### config.mk
export PLATFORM = sky130hd
export DESIGN_NAME = histogram_frame_ctrl_flat
export DESIGN_NICKNAME = d
export VERILOG_FILES = /design/src/rtl/histogram_frame_ctrl_if.sv /design/src/rtl/histogram_frame_ctrl.sv /design/src/flat_wrapper.sv
export SDC_FILE = /design/constraint.sdc
export NUM_CORES = 1
export LEC_CHECK = 0
export BUFFER_PORTS_ARGS = -buffer_cell sky130_fd_sc_hd__buf_2
export CAP_MARGIN = 30
export CORE_ASPECT_RATIO = 0.9
export CORE_UTILIZATION = 37
export CTS_BUF_LIST = sky130_fd_sc_hd__clkbuf_4 sky130_fd_sc_hd__clkbuf_8
export DETAILED_ROUTE_END_ITERATION = 6
export SYNTH_ARGS = -nofsm -noshare
export SYNTH_HDL_FRONTEND = slang
export SYNTH_SLANG_ARGS = --single-unit
export TNS_END_PERCENT = 20
### constraint.sdc
create_clock -name iClk -period 3.2 [get_ports iClk]
set_input_delay 0.48 -clock iClk [delete_from_list [all_inputs] [get_ports iClk]]
set_output_delay 0.48 -clock iClk [all_outputs]
set_load 0.005 [all_outputs]
### src/rtl/histogram_frame_ctrl_if.sv
// histogram_frame_ctrl_if: readout beat stream from the frame sequencer to the equalisation stage
//   oBin      bin index of the current beat
//   oCount    count of bin oBin
//   oCdf      saturating cumulative count of bins 0..oBin
//   oOutValid beat valid
//   iOutReady consumer accepts the beat when high together with oOutValid
interface histogram_frame_ctrl_if #(
    parameter int CNT_W = 20
);
    logic [7:0]       oBin;
    logic [CNT_W-1:0] oCount;
    logic [CNT_W-1:0] oCdf;
    logic             oOutValid;
    logic             iOutReady;
    modport master (output oBin, oCount, oCdf, oOutValid, input iOutReady);
    modport slave  (input oBin, oCount, oCdf, oOutValid, output iOutReady);
endinterface

### src/rtl/histogram_frame_ctrl.sv
// histogram_frame_ctrl: frame sequencer for the 256-bin histogram unit (clear, accumulate, drain, CDF readout)
//   iClk, iRst_n              clock, synchronous active-low reset
//   iFrameStart, iFrameEnd    frame timing pulses
//   iPixValid / oHistValid    pixel strobe in, frame-gated strobe to the histogram unit
//   oClearRam                 clear command, high for BINS cycles after reset and after each readout
//   oRamSel, oRdAddr, iRdData RAM read port takeover (1-cycle read latency)
//   beat                      readout stream (bin, count, cdf, valid/ready)
//   oReady                    idle, a new frame may start
//   oFrameDrop                pulse, cycle after an ignored iFrameStart
module histogram_frame_ctrl #(
    parameter int BINS      = 256,
    parameter int CNT_W     = 20,
    parameter int DRAIN_CYC = 3
) (
    input  logic                   iClk,
    input  logic                   iRst_n,
    input  logic                   iFrameStart,
    input  logic                   iFrameEnd,
    input  logic                   iPixValid,
    output logic                   oHistValid,
    output logic                   oClearRam,
    output logic                   oRamSel,
    output logic [7:0]             oRdAddr,
    input  logic [CNT_W-1:0]       iRdData,
    histogram_frame_ctrl_if.master beat,
    output logic                   oReady,
    output logic                   oFrameDrop
);
    typedef enum logic [2:0] {CLEAR, IDLE, ACCUM, DRAIN, RD_ADDR, RD_OUT} state_t;
    state_t           state;
    logic [7:0]       clrCnt;
    logic [7:0]       drainCnt;
    logic [7:0]       bin;
    logic [CNT_W-1:0] cdf;
    logic [CNT_W:0]   sum;
    assign sum     = {1'b0, cdf} + {1'b0, iRdData};
    assign oRdAddr = bin;
    // The start cycle itself already carries a pixel; the end cycle never does.
    assign oHistValid = iPixValid & ((state == IDLE & iFrameStart) | (state == ACCUM & ~iFrameEnd));
    always_ff @(posedge iClk) begin
        if (!iRst_n) begin
            state          <= CLEAR;
            clrCnt         <= '0;
            drainCnt       <= '0;
            bin            <= '0;
            cdf            <= '0;
            oClearRam      <= 1'b1;
            oRamSel        <= 1'b0;
            oReady         <= 1'b0;
            oFrameDrop     <= 1'b0;
            beat.oBin      <= '0;
            beat.oCount    <= '0;
            beat.oCdf      <= '0;
            beat.oOutValid <= 1'b0;
        end else begin
            oFrameDrop <= iFrameStart & (state != IDLE);
            case (state)
                CLEAR: begin
                    clrCnt <= clrCnt + 8'd1;
                    if (clrCnt == 8'(BINS - 1)) begin
                        state     <= IDLE;
                        oClearRam <= 1'b0;
                        oReady    <= 1'b1;
                    end
                end
                IDLE: if (iFrameStart) begin
                    state  <= ACCUM;
                    oReady <= 1'b0;
                end
                ACCUM: if (iFrameEnd) begin
                    state    <= DRAIN;
                    drainCnt <= '0;
                end
                DRAIN: begin
                    drainCnt <= drainCnt + 8'd1;
                    if (drainCnt == 8'(DRAIN_CYC - 1)) begin
                        state   <= RD_ADDR;
                        oRamSel <= 1'b1;
                        bin     <= '0;
                        cdf     <= '0;
                    end
                end
                RD_ADDR: state <= RD_OUT;
                RD_OUT: begin
                    // Valid low in RD_OUT only on the entry cycle, when iRdData answers oRdAddr.
                    if (!beat.oOutValid) begin
                        beat.oCount    <= iRdData;
                        beat.oCdf      <= sum[CNT_W] ? '1 : sum[CNT_W-1:0];
                        beat.oBin      <= bin;
                        beat.oOutValid <= 1'b1;
                    end else if (beat.iOutReady) begin
                        beat.oOutValid <= 1'b0;
                        cdf            <= beat.oCdf;
                        if (bin == 8'(BINS - 1)) begin
                            state     <= CLEAR;
                            oRamSel   <= 1'b0;
                            oClearRam <= 1'b1;
                            clrCnt    <= '0;
                        end else begin
                            bin   <= bin + 8'd1;
                            state <= RD_ADDR;
                        end
                    end
                end
                default: state <= CLEAR;
            endcase
        end
    end
endmodule

### src/flat_wrapper.sv
// flat-port wrapper written by rule: the top's interface ports become plain ports
module histogram_frame_ctrl_flat 
#(
    parameter int BINS      = 256,
    parameter int CNT_W     = 20,
    parameter int DRAIN_CYC = 3
)
  (iClk, iRst_n, iFrameStart, iFrameEnd, iPixValid, oHistValid, oClearRam, oRamSel, oRdAddr, iRdData, oReady, oFrameDrop, beat_oBin, beat_oCount, beat_oCdf, beat_oOutValid, beat_iOutReady);
  histogram_frame_ctrl_if #(.CNT_W(CNT_W)) beat_i ();
  input  logic iClk;
  input  logic iRst_n;
  input  logic iFrameStart;
  input  logic iFrameEnd;
  input  logic iPixValid;
  output logic oHistValid;
  output logic oClearRam;
  output logic oRamSel;
  output logic [7:0] oRdAddr;
  input  logic [CNT_W-1:0] iRdData;
  output logic oReady;
  output logic oFrameDrop;
  output wire logic [$bits(beat_i.oBin)-1:0] beat_oBin;
  output wire logic [$bits(beat_i.oCount)-1:0] beat_oCount;
  output wire logic [$bits(beat_i.oCdf)-1:0] beat_oCdf;
  output wire logic [$bits(beat_i.oOutValid)-1:0] beat_oOutValid;
  input wire logic [$bits(beat_i.iOutReady)-1:0] beat_iOutReady;
  assign beat_oBin = beat_i.oBin;
  assign beat_oCount = beat_i.oCount;
  assign beat_oCdf = beat_i.oCdf;
  assign beat_oOutValid = beat_i.oOutValid;
  assign beat_i.iOutReady = beat_iOutReady;
  histogram_frame_ctrl #(.BINS(BINS), .CNT_W(CNT_W), .DRAIN_CYC(DRAIN_CYC)) u_core (.iClk(iClk), .iRst_n(iRst_n), .iFrameStart(iFrameStart), .iFrameEnd(iFrameEnd), .iPixValid(iPixValid), .oHistValid(oHistValid), .oClearRam(oClearRam), .oRamSel(oRamSel), .oRdAddr(oRdAddr), .iRdData(iRdData), .beat(beat_i), .oReady(oReady), .oFrameDrop(oFrameDrop));
endmodule
==> summary.txt <==
Place
  – Post-detailed-placement half-perimeter wirelength: between 9000 and 10,000 um
  – Count of input and output buffers: 87
  – GP Congestion: 0.873
  – Instance area at placement: between 0.005 and 0.006 sq mm
  – Pre-CTS setup slack: approximately 0.34 ns
  – Count of placed standard cells including taps: between 800 and 900

GRT
  – First-pass GRT wire length: 21,200 um
  – Number of global-route vias before repair: 4,331
  – Overall fraction of global-route tracks in use: 19.6%
  – Grt ovf: 0
  – Pin count of the biggest net entering global routing: 48
  – Antenna violations before repair: 0

Clock network
  – Sinks on Clock Net: 100
  – Gates resized, CTS repair: 0
  – Clock slew seen by the registers of the worst setup and hold paths: 0.09 ns
  – Number of hold buffers added after cts: 0
  – CTS HTree Levels: 3
  – Insertion delay to the later sink of the worst-skew pair: 0.38 ns
  – Maximum root-to-sink buffer count: 2
  – CTS buffer count: 9
  – Setup bufs post-CTS: 0
  – Master cell of the clock root buffer: sky130_fd_sc_hd__clkbuf_8
  – Clock tree from TritonCTS: built

Worst setup path
  – Worst stage delay on the critical path: between 0.4 and 0.5 ns
  – Library cell contributing the largest single delay on the critical path: sky130_fd_sc_hd__fa_1
  – Path type of the worst setup path: register to register
  – Worst-path maximum fanout: 9
  – Kind of capture point of the worst setup path: register
  – Startpoint types: register
  – Ordered cell list for the critical path: ha_1 > fa_1 > a21o_1 > a221oi_2 > o311ai_1 > nand3_1 > and3_1 > buf_4 > a21oi_1
  – Arrival time at the worst endpoint: 2.83 ns
  – Required arrival time at the worst endpoint: 3.48 ns

Power
  – Fraction of power consumed by sequential logic: between 50% and 60%
  – Peak supply drop: 0.000219 V
  – Psw: 0.522 mW
  – Sum of internal, switching and leakage power: approximately 2.1 mW
  – Cell internal pwr: 1.59 mW
  – Power density over cell area: 370 mW/mm^2
  – Combinational group share of total power: 5.4%
  – Leak pwr: approximately 2.4 nW
  – Clock network fraction of design power: 35.3%
  – Share of total power consumed by net switching: 24.8%

Die
  – Die width: 124 um
  – Cell Rows: 39
  – Starting utilization of the core area: between 30 and 40%
  – Number of top-level pins: 88
  – Die boundary height: between 100 and 150 um
  – Core region area: 0.0128 sq mm
  – Total die area: 0.0138 sq mm

Routing
  – DRT Pass-1 Iters: 4
  – Post-detailed-route DRC marker count: 0
  – Vias per std cell: 5.29
  – Vias after detailed routing: 4,487
  – Number of nets with antenna violations after detailed routing: 0
  – DRC violation total after the first TritonRoute iteration: 346
  – Wire length reported by the detailed router: 12,900 um
  – Wire length per cell after detailed routing: about 15 um

Timing
  – Worst clock skew: 0.0166 ns
  – Unrepaired setup endpoints after global routing: false
  – Final Hold Vio Count: 0
  – Measured slew at the worst slew-check pin: 0.631 ns
  – Rel. slew slack: roughly 58%
  – F_max: slightly below 400 MHz
  – Count of final max-slew check failures: 0
  – Final total negative setup slack: 0 ns
  – Final setup violation count: 0
  – Tcrit/Tclk final: 79.8%
  – Fin worst setup slack: 0.648 ns
  – Shortest clock period the worst path allows after layout: 2.55 ns
  – Fin Hold WS: between 0.3 and 0.4 ns

Logic synthesis
  – Synth top cells by count: sky130_fd_sc_hd__dfxtp_1, sky130_fd_sc_hd__nand2_1, sky130_fd_sc_hd__a21oi_1
  – Sequential element share of the synthesized area: 40.6%
  – Most frequently used cell type in the post-synthesis netlist: sky130_fd_sc_hd__dfxtp_1
  – Top cell type's share of synthesized area: 40.6%
  – Mapped Nets: about 650
  – Post-synthesis cell area: 0.00494 sq mm
  – Async set-reset flop share out of synthesis: 0%
  – Top cells by area, synth: sky130_fd_sc_hd__dfxtp_1, sky130_fd_sc_hd__a21oi_1, sky130_fd_sc_hd__nand2_1
  – Cell count after synthesis: 603
  – Number of distinct library cell variants in the gate-level netlist after synthesis: between 50 and 60
  – Yosys top cell by area: sky130_fd_sc_hd__dfxtp_1
  – Post-Syn Area per Cell: 8.19 sq um
  – Post-synth top flop: sky130_fd_sc_hd__dfxtp_1
  – Total number of yosys warnings: 0
  – Post-synth EDFFs: 0
  – Synthesized flop and latch total: 100

Finish
  – Share of cells above drive strength 1: 18.2%
  – Fin cells: 849
  – Final-stage net count: 732
  – Ant. Diodes: 0
  – Fraction of the core area covered by cells at the end of the flow: 44.5%
  – Post-synthesis to final-layout area growth: 15.6%
  – Cell area after layout: between 0.005 and 0.006 sq mm

Run
  – Max capacitance violation total: 0

Worst hold path
  – Worst hold path class: primary input to register

Status
  – Status: finished clean
worst paths after layout:
| kind | from | endpoint | slack (ns) | depth (start not counted) |
|---|---|---|---|---|
| max | u_core.cdf[0] | u_core.beat.oCdf[4] | 0.65 | 9 |
| min | iRdData[18] | u_core.beat.oCount[18] | 0.35 | 3 |
| max reg2reg | u_core.cdf[0] | u_core.beat.oCdf[4] | 0.65 | 9 |
| min reg2reg | u_core.beat.oCount[16] | u_core.beat.oCount[16] | 0.46 | 2 |
power groups by stage:
| stage | Combinational (mW) | Sequential [mW] | Clock (mW) |
|---|---|---|---|
| 2_1_floorplan | 0.0653 | 1.28 | 0 |
| 3_3_place_gp | 0.111 | 1.28 | 0 |
| 4_1_cts | 0.114 | 1.25 | 0.780 |
| 5_1_grt | 0.126 | 1.25 | 0.827 |
| 6_report | 0.113 | 1.25 | 0.746 |
| 3_5_place_dp | 0.113 | 1.28 | 0 |
critical path: cells and delay by family, from the launching register on:
family	cells	cell delay (ns)
compound gates	4	0.78
buf+inv	1	0.22
fa+ha+maj	2	0.63
flops	1	0.33
simple gates	2	0.50
registers in the layout, summed over array words and instances, names as in the netlist:
signal / count
u_core.oReady: 1
u_core.oFrameDrop: 1
u_core.beat.oBin: 8
u_core.cdf: 20
u_core.oRdAddr: 8
u_core.clrCnt: 8
u_core.beat.oCount: 20
u_core.beat.oCdf: 20
u_core.state: 3
u_core.oClearRam: 1
u_core.drainCnt: 8
u_core.beat.oOutValid: 1
u_core.oRamSel: 1
layout by cell type, fill, tap and decap left out, types with 14 or more instances in the layout:
master                      n
sky130_fd_sc_hd__a21oi_1   84
sky130_fd_sc_hd__buf_2     87
sky130_fd_sc_hd__dfxtp_1  100
sky130_fd_sc_hd__ha_1      24
sky130_fd_sc_hd__mux2i_1   20
sky130_fd_sc_hd__nand2_1   91
sky130_fd_sc_hd__nand3_1   22
sky130_fd_sc_hd__nor2_1    55
sky130_fd_sc_hd__nor3_1    15
sky130_fd_sc_hd__o21ai_0   42
sky130_fd_sc_hd__xnor2_1   14
logic make-up (layout without fill, tap and decap cells):
kind of cell | Yosys count | after routing | synth area share [%]
buffers and inverters | 41 | 123 | 3.32
adders and majority gates | 25 | 25 | 6.49
muxes | 22 | 22 | 4.51
AOI/OAI and AO/OA | 170 | 170 | 20.4
xor gates and xnor gates | 24 | 24 | 4.26
DFF | 100 | 100 | 40.6
and+or+nand+nor | 221 | 221 | 20.5
routing by layer:
layer	GRT usage [%]	share of wire, %
met3	5.23	5.7
met5	0	0
met1	25.8	46
met4	6.59	1.0
met2	30.9	47
layout make-up:
cell class / instances / area [sq um]
fillers: 1310 / 7130
multi-input cells: 462 / 2780
repair buffers: 96 / 503
inverters: 12 / 45.0
flip-flops and latches: 100 / 2000
well taps: 164 / 205
clock buffers: 10 / 138
clock inverters: 5 / 36.3
(Power assumes the default switching activity.)
